==> src/rtl/mux4_arbiter.sv <==
// mux4_arbiter
//   Round-robin arbiter that shares one 4:1 mux datapath between four
//   requesters. Exactly one requester holds the grant at a time; the owner
//   keeps it until it drops its request, and ownership passes to the next
//   requester with no idle cycle in between.
//
//   Optional build macro ARB_TIMEOUT_EN: adds a hold counter that forces
//   rotation after MAX_HOLD consecutive grant cycles, but only when another
//   requester is waiting. Without the macro, preempt is tied low and an owner
//   may hold the grant indefinitely.
//
// Parameters:
//   MAX_HOLD  max consecutive grant cycles before forced rotation (2..255),
//             only meaningful with ARB_TIMEOUT_EN
//
// Ports:
//   clk      system clock, rising edge
//   reset    synchronous active-high reset
//   req      request per requester, bit i = requester i
//   gnt      registered one-hot grant, all-zero when idle
//   sel      registered index of the granted requester (mux select);
//            holds its last value while idle
//   busy     registered, 1 while any grant is active
//   preempt  one-cycle pulse, aligned with the new gnt, when a grant is
//            revoked by timeout

module mux4_arbiter #(
    parameter int unsigned MAX_HOLD = 16
) (
    input  logic       clk,
    input  logic       reset,
    input  logic [3:0] req,
    output logic [3:0] gnt,
    output logic [1:0] sel,
    output logic       busy,
    output logic       preempt
);

    if (MAX_HOLD < 2 || MAX_HOLD > 255) begin : g_max_hold_check
        $error("mux4_arbiter: MAX_HOLD must be in 2..255");
    end

    typedef enum logic {
        IDLE  = 1'b0,
        GRANT = 1'b1
    } state_t;

    state_t     state, state_n;
    logic [3:0] gnt_n;
    logic [1:0] sel_n;
    logic       busy_n;
    logic [1:0] last, last_n;

    // Winner of the current cycle's arbitration: {found, index}.
    logic [2:0] pick;
    logic       do_grant;

`ifdef ARB_TIMEOUT_EN
    localparam logic [7:0] HOLD_LIMIT = 8'(MAX_HOLD - 1);

    logic [7:0] hold_cnt, hold_cnt_n;
    logic       preempt_n;
    logic [3:0] others;
`endif

    // Search order starts just past ptr and wraps, ending on ptr itself,
    // so the most recent owner has the lowest priority.
    function automatic logic [2:0] rr_pick(input logic [3:0] cand,
                                           input logic [1:0] ptr);
        logic [2:0] res;
        logic [1:0] idx;
        res = '0;
        for (int unsigned i = 1; i <= 4; i++) begin
            idx = ptr + 2'(i);
            if (!res[2] && cand[idx]) begin
                res = {1'b1, idx};
            end
        end
        return res;
    endfunction

    always_comb begin
        state_n  = state;
        gnt_n    = gnt;
        sel_n    = sel;
        busy_n   = busy;
        last_n   = last;
        pick     = '0;
        do_grant = 1'b0;
`ifdef ARB_TIMEOUT_EN
        hold_cnt_n = hold_cnt;
        preempt_n  = 1'b0;
        others     = req & ~(4'b0001 << sel);
`endif

        case (state)
            IDLE: begin
                if (|req) begin
                    pick     = rr_pick(req, last);
                    do_grant = 1'b1;
                end
            end

            GRANT: begin
                // While granted, sel is the owner index.
                if (!req[sel]) begin
                    last_n = sel;
                    pick   = rr_pick(req, sel);
                    if (pick[2]) begin
                        do_grant = 1'b1;
                    end else begin
                        state_n = IDLE;
                        gnt_n   = '0;
                        busy_n  = 1'b0;
                    end
                end else begin
`ifdef ARB_TIMEOUT_EN
                    if (hold_cnt == HOLD_LIMIT && |others) begin
                        // Owner is masked out so the rotation cannot land
                        // back on it.
                        last_n    = sel;
                        pick      = rr_pick(others, sel);
                        do_grant  = 1'b1;
                        preempt_n = 1'b1;
                    end else if (hold_cnt != HOLD_LIMIT) begin
                        hold_cnt_n = hold_cnt + 8'd1;
                    end
`endif
                end
            end

            default: begin
                state_n = IDLE;
                gnt_n   = '0;
                busy_n  = 1'b0;
            end
        endcase

        if (do_grant) begin
            state_n = GRANT;
            gnt_n   = 4'b0001 << pick[1:0];
            sel_n   = pick[1:0];
            busy_n  = 1'b1;
            last_n  = pick[1:0];
`ifdef ARB_TIMEOUT_EN
            hold_cnt_n = '0;
`endif
        end
    end

    always_ff @(posedge clk) begin
        if (reset) begin
            state <= IDLE;
            gnt   <= '0;
            sel   <= '0;
            busy  <= 1'b0;
            last  <= 2'd3;
        end else begin
            state <= state_n;
            gnt   <= gnt_n;
            sel   <= sel_n;
            busy  <= busy_n;
            last  <= last_n;
        end
    end

`ifdef ARB_TIMEOUT_EN
    always_ff @(posedge clk) begin
        if (reset) begin
            hold_cnt <= '0;
            preempt  <= 1'b0;
        end else begin
            hold_cnt <= hold_cnt_n;
            preempt  <= preempt_n;
        end
    end
`else
    assign preempt = 1'b0;
`endif

endmodule

==> config.mk <==
export PLATFORM = sky130hd
export DESIGN_NAME = mux4_arbiter
export DESIGN_NICKNAME = d
export VERILOG_FILES = /design/src/rtl/mux4_arbiter.sv
export SDC_FILE = /design/constraint.sdc
export NUM_CORES = 1
export LEC_CHECK = 0
export ABC_AREA = 1
export CAP_MARGIN = 20
export CELL_PAD_IN_SITES_DETAIL_PLACEMENT = 0
export CELL_PAD_IN_SITES_GLOBAL_PLACEMENT = 2
export CORE_MARGIN = 5
export CORE_UTILIZATION = 27
export CTS_CLUSTER_DIAMETER = 50
export DETAILED_ROUTE_END_ITERATION = 10
export PLACE_DENSITY_LB_ADDON = 0.15
export SKIP_CTS_REPAIR_TIMING = 1
export SYNTH_ARGS = -nofsm -noshare
export SYNTH_HDL_FRONTEND = slang
export SYNTH_SLANG_ARGS = --single-unit
==> constraint.sdc <==
create_clock -name clk -period 1.6 [get_ports clk]
set_input_delay 0.4 -clock clk [delete_from_list [all_inputs] [get_ports clk]]
set_output_delay 0.4 -clock clk [all_outputs]
set_load 0.02 [all_outputs]
==> Word level (Yosys, flattened, before mapping) <==
Cells that the tools add are included.
{ "classes": {"n_addsub": 6, "mul": 0, "div_mod_pow": 0, "order_cmp": 8, "eq_ne": 2, "shift": 1, "muxes": 59, "bitwise_logic": 1, "n_reduce_logical": 16} }
{ "ops": {"columns": ["op", "n"], "rows": [
  ["$mux W3", 21],
  ["$lt A2 B3 Y1 const B", 8],
  ["$mux W1", 18],
  ["$bmux W1 S2", 8],
  ["$mux W4", 4],
  ["$mux W2", 6],
  ["$add A2 B2 Y2 const B", 4],
  ["$logic_and A1 B1 Y1", 6],
  ["$logic_not A1 Y1", 6],
  ["$add A2 B1 Y2 const B", 2],
  ["$ne A2 B2 Y1 const B", 2],
  ["$pmux W2 S2", 1],
  ["$reduce_or A4 Y1", 1],
  ["$shl A1 B2 Y4 const A", 1],
  ["$reduce_and A3 Y1", 1],
  ["$pmux W1 S2", 1],
  ["$reduce_and A2 Y1", 1],
  ["$reduce_bool A2 Y1", 1],
  ["$not A1 Y1", 1]
]} }
{ "word_totals": {"regBits": 10, "latch_bits": 0, "mem_bits_rw": 0, "romBits": 0, "input_bits": 6, "output_inout_bits": 8, "wordCells": 98, "memories": 0} }

==> Longest topological paths before layout <==
{ "logic_depth": {"ltp_word": 26, "ltp_mapped": 15} }

==> Worst setup path after synthesis <==
OpenSTA, ideal clock, no wires.
{ "synth_timing": {"path_kind": "register to register", "start": "register sel[0]", "end": "register last[0]", "arrival_ns": 1.590, "required_ns": 1.542, "slack_ns": -0.048, "stages_incl_launch_ff": 12, "synth_period_minus_slack_ns": 1.648, "path_cell_list": "dfxtp_1 -> buf_4 -> nand2_1 -> o21ai_2 -> inv_1 -> o21ai_1 -> a21oi_2 -> nor2_2 -> inv_1 -> o21ai_0 -> inv_1 -> nand2_1"} }
{ "synth_via": {"elab_chain_cells": 26} }
{ "synth_lines": {"columns": ["item", "line", "source"], "rows": [
  ["start, declared", "34", "output logic [1:0] sel,"],
  ["start signal, assigned", "161", "sel <= sel_n;"],
  ["$add A2 B1 Y2", "74", "idx = ptr + 2'(i);"],
  ["$bmux W1 S2", "75", "if (!res[2] && cand[idx]) begin"],
  ["$mux W1 (not written as such)", "75", null],
  ["$mux W3", "75", null],
  ["$mux W3", "106", "if (!req[sel]) begin"],
  ["$mux W3", "96", "case (state)"],
  ["$logic_not A1 Y1", "75", null],
  ["$logic_and A1 B1 Y1", "75", null],
  ["[10 not listed]", null, null],
  ["$mux W3", "75", null],
  ["$mux W3", "106", null],
  ["$mux W3", "96", null],
  ["$mux W1", "109", "if (pick[2]) begin"],
  ["$mux W1", "106", null],
  ["$pmux W1 S2", "96", null],
  ["$ne A2 B2 Y1 (no source line) or $reduce_bool A2 Y1 (tied branches)", null, null],
  ["$reduce_and A2 Y1 (no source line)", null, null],
  ["end signal, assigned", "163", "last <= last_n;"],
  ["end, declared", "52", "logic [1:0] last, last_n;"]
]} }
Several ways; a longest one is shown, not always the timed one. The select of a mux whose other input is x is not followed.
A chain may end at the register's enable or synchronous reset.

==> Worst setup path in the final report <==
{ "layout_timing": {"start": "register last[1]", "end": "register last[1]"} }
{ "layout_via": {"elab_chain_cells": 22} }
{ "layout_lines": {"columns": ["item", "line", "source"], "rows": [
  ["$add A2 B1 Y2", "74", null],
  ["$bmux W1 S2", "75", null],
  ["$mux W1 (not written as such)", "75", null],
  ["$mux W3", "75", null],
  ["$mux W3", "98", "if (|req) begin"],
  ["$mux W3", "96", null],
  ["$logic_not A1 Y1", "75", null],
  ["$logic_and A1 B1 Y1", "75", null],
  ["[6 not listed]", null, null],
  ["$mux W3", "98", null],
  ["$mux W3", "96", null],
  ["$logic_not A1 Y1", "75", null],
  ["$logic_and A1 B1 Y1", "75", null],
  ["$mux W2 (*)", "75", null],
  ["$mux W2 (*)", "98", null],
  ["$pmux W2 S2 (*)", "96", null],
  ["$mux W2 (*)", "139", "if (do_grant) begin"]
]} }
Mark *: on every way between the ends. The rest lies on a longest branch, timed or not. The select of a mux whose other input is x is not followed.

==> results.json <==
{
  "fin_nets": 199,
  "final.period_utilization_pct": 103,
  "use_met1_pct": 14.3,
  "firstDrtPassIters": 4,
  "maxCapViolCount": 0,
  "yosys.area.top_type": "dfxtp_1",
  "cp_slowest_cell": "dfxtp_4",
  "crit_arrival_ns": 1.81,
  "synth_edf_count": 0,
  "synth_area_um2": 921,
  "power_density_nw_per_um2": 1850,
  "finalWirelength_um": 2870,
  "use_met3_pct": 3.28,
  "std_cell_rows": 21,
  "hold_viol": 0,
  "p_comb_share_pct": 78.7,
  "finalPower_uw": 2890,
  "yosysMostFrequentCell": "nand2_1",
  "ys.flop_type": "dfxtp_1",
  "min_path_type": "flop to flop",
  "area_growth_syn_to_layout_pct": 70.2,
  "antenna_found_initial": 0,
  "maxSlewViolCount": 0,
  "overflow": 0,
  "io_buffers": 12,
  "gp_congestion": 0.790,
  "grt_use_total_pct": 11.8,
  "power.switching_uw": 1450,
  "p_leak_uw": 0.000881,
  "antennaDiodeCount": 0,
  "cts-htree-levels": 1,
  "cts-buffers-inserted": 3,
  "violations": "setup timing",
  "ios": 14,
  "clockRootBuffer": "clkbuf_4",
  "clkSinkCount": 10,
  "cp-end-kind": "flop",
  "path_cells": "buf_4 -> nand2_4 -> nand2_4 -> nand2_4 -> nand2_4 -> nor2_4 -> nand2_2 -> o21ai_2 -> inv_1 -> nand2_2 -> nand2_4 -> inv_2 -> o21ai_2 -> nand2_1 -> nand2_1",
  "holdWs_ns": 0.472,
  "skew_ns": 0.00121,
  "clk_latency_ns": 0.26,
  "ctsLongestPathBuffers": 2,
  "viasPerCell": 4.46,
  "initialDrtViolationCount": 24,
  "die_y_um": 68.4,
  "grt_max_degree": 13,
  "vias": 1057,
  "ir_worst_vdd_mv": 0.652,
  "path_max_fanout": 5,
  "rsz0062_at_grt": "true",
  "start_kind": "flop",
  "clk_pin_slew_ns": 0.06,
  "p_int_uw": 1450,
  "slowest_delay_ns": 0.37,
  "avgSynthCellArea_um2": 6.02,
  "met2_usage_pct": 21.0,
  "drive_gt1_share_pct": 50.8,
  "core-area_um2": 3310,
  "ys_types": 26,
  "grt_pass1_vias": 942,
  "die_w_um": 68.4,
  "clock.fmax_mhz": 606,
  "finalSetupViolations": 6,
  "ys_seq_area_share_pct": 21.7,
  "synthTopCellsByCount": "53 x nand2_1, 18 x inv_1, 12 x nand3_1",
  "pwr-share-clk_pct": 5.9,
  "cts_tree": "yes",
  "worstSetupPathType": "flop to flop",
  "syn_nets": 159,
  "synth_top_area_share_pct": 21.7,
  "fp.dieArea_um2": 4680,
  "setup_ws_ns": -0.0495,
  "wire_per_inst_um": 12.1,
  "path_delay_family": "simple AND/OR/NAND/NOR gates",
  "dp_hpwl_um": 2070,
  "route.detailed.drc": 0,
  "ant_nets": 0,
  "synth_seq_cells": 10,
  "grt.busiest_layer": "met2",
  "ys_async_sr_fraction_pct": 0,
  "sw_frac_of_total_pct": 50.0,
  "yosys_warnings": 0,
  "crit_buf_inv": 3,
  "p_seq_share_pct": 15.4,
  "initial_core_util_pct": 27.8,
  "cp_common_cell": "nand2_4",
  "syn_inst": 153,
  "crit_required_ns": 1.76,
  "netlist_top_cells_area": "dfxtp_1 22%, nand2_1 22%, inv_1 7.3%",
  "outcome": "complete, but fails checks",
  "timing.final.crit_period_ns": 1.65,
  "grt_pass1_wl_um": 4170
}
[worst min-delay path, stage by stage, from the launching register on]
cell     delay (ns)
dfxtp_1        0.31
nand2_1        0.07
a21oi_2        0.05
[sequential cells by signal, summed over array words and instances (netlist names)]
register,cells
gnt,4
last,2
state,1
sel,2
busy,1
[layout make-up]
class                           count  area [um^2]
Multi-Input combinational cell    116          828
Sequential cell                    10          215
Tap cell                           46         57.6
Inverter                           24         97.6
Fill cell                         368         1740
Timing Repair Buffer               38          347
Clock buffer                        3         22.5
[power groups by stage]
stage | Combinational (uW) | Sequential [uW] | Clock [uW]
3_5_place_dp | 1630 | 438 | 0
6_report | 2280 | 446 | 170
2_1_floorplan | 1060 | 449 | 0
4_1_cts | 1640 | 434 | 177
3_3_place_gp | 1620 | 437 | 0
5_1_grt | 2490 | 458 | 189
[logic make-up after synthesis]
| group | Yosys count | share of synthesized area (%) |
|---|---|---|
| XOR/XNOR | 2 | 2.72 |
| AND/OR/NAND/NOR | 93 | 49.6 |
| flip-flops | 10 | 21.7 |
| buffers and inverters | 27 | 12.2 |
| AO/OA/AOI/OAI | 20 | 13.3 |
| other | 1 | 0.407 |
[layer usage]
layer	wire length [um]	vias up
met5	0	-
met4	5	0
met3	77	2
met2	1560	12
met1	1230	486
li1	-	557
[final timing paths]
check,to,from,slack [ns],cells past startpoint
setup / recovery,last[1],last[1],-0.05,15
hold / removal,gnt[3],gnt[3],0.47,2
setup reg to reg,last[1],last[1],-0.05,15
hold reg to reg,gnt[3],gnt[3],0.47,2
[per-stage QoR]
stage	utilization, %	worst slack (ns)	cell area (um^2)	setup TNS, ns	instances
after global placement	36.7	-0.631	1210	-5.35	226
after floorplan	-	0.0402	923	0	153
after CTS	37.3	-0.409	1240	-3.70	229
final	47.4	-0.0495	1570	-0.142	237
after global routing	47.4	-0.186	1570	-1.13	237
after detailed placement	36.7	-0.654	1210	-5.50	226
[placed cells by master (no fill, tap or decap), drive strengths merged, types with 3 or more instances in the layout]
cell,Yosys,final
a21oi,5,5
buf,3,26
clkbuf,0,5
dfxtp,10,10
dlymetal6s2s,0,9
inv,24,24
nand2,63,63
nand3,15,15
nand4,3,3
nor2,9,9
o21ai,13,13
No activity file was read; power rests on OpenSTA's default activity.
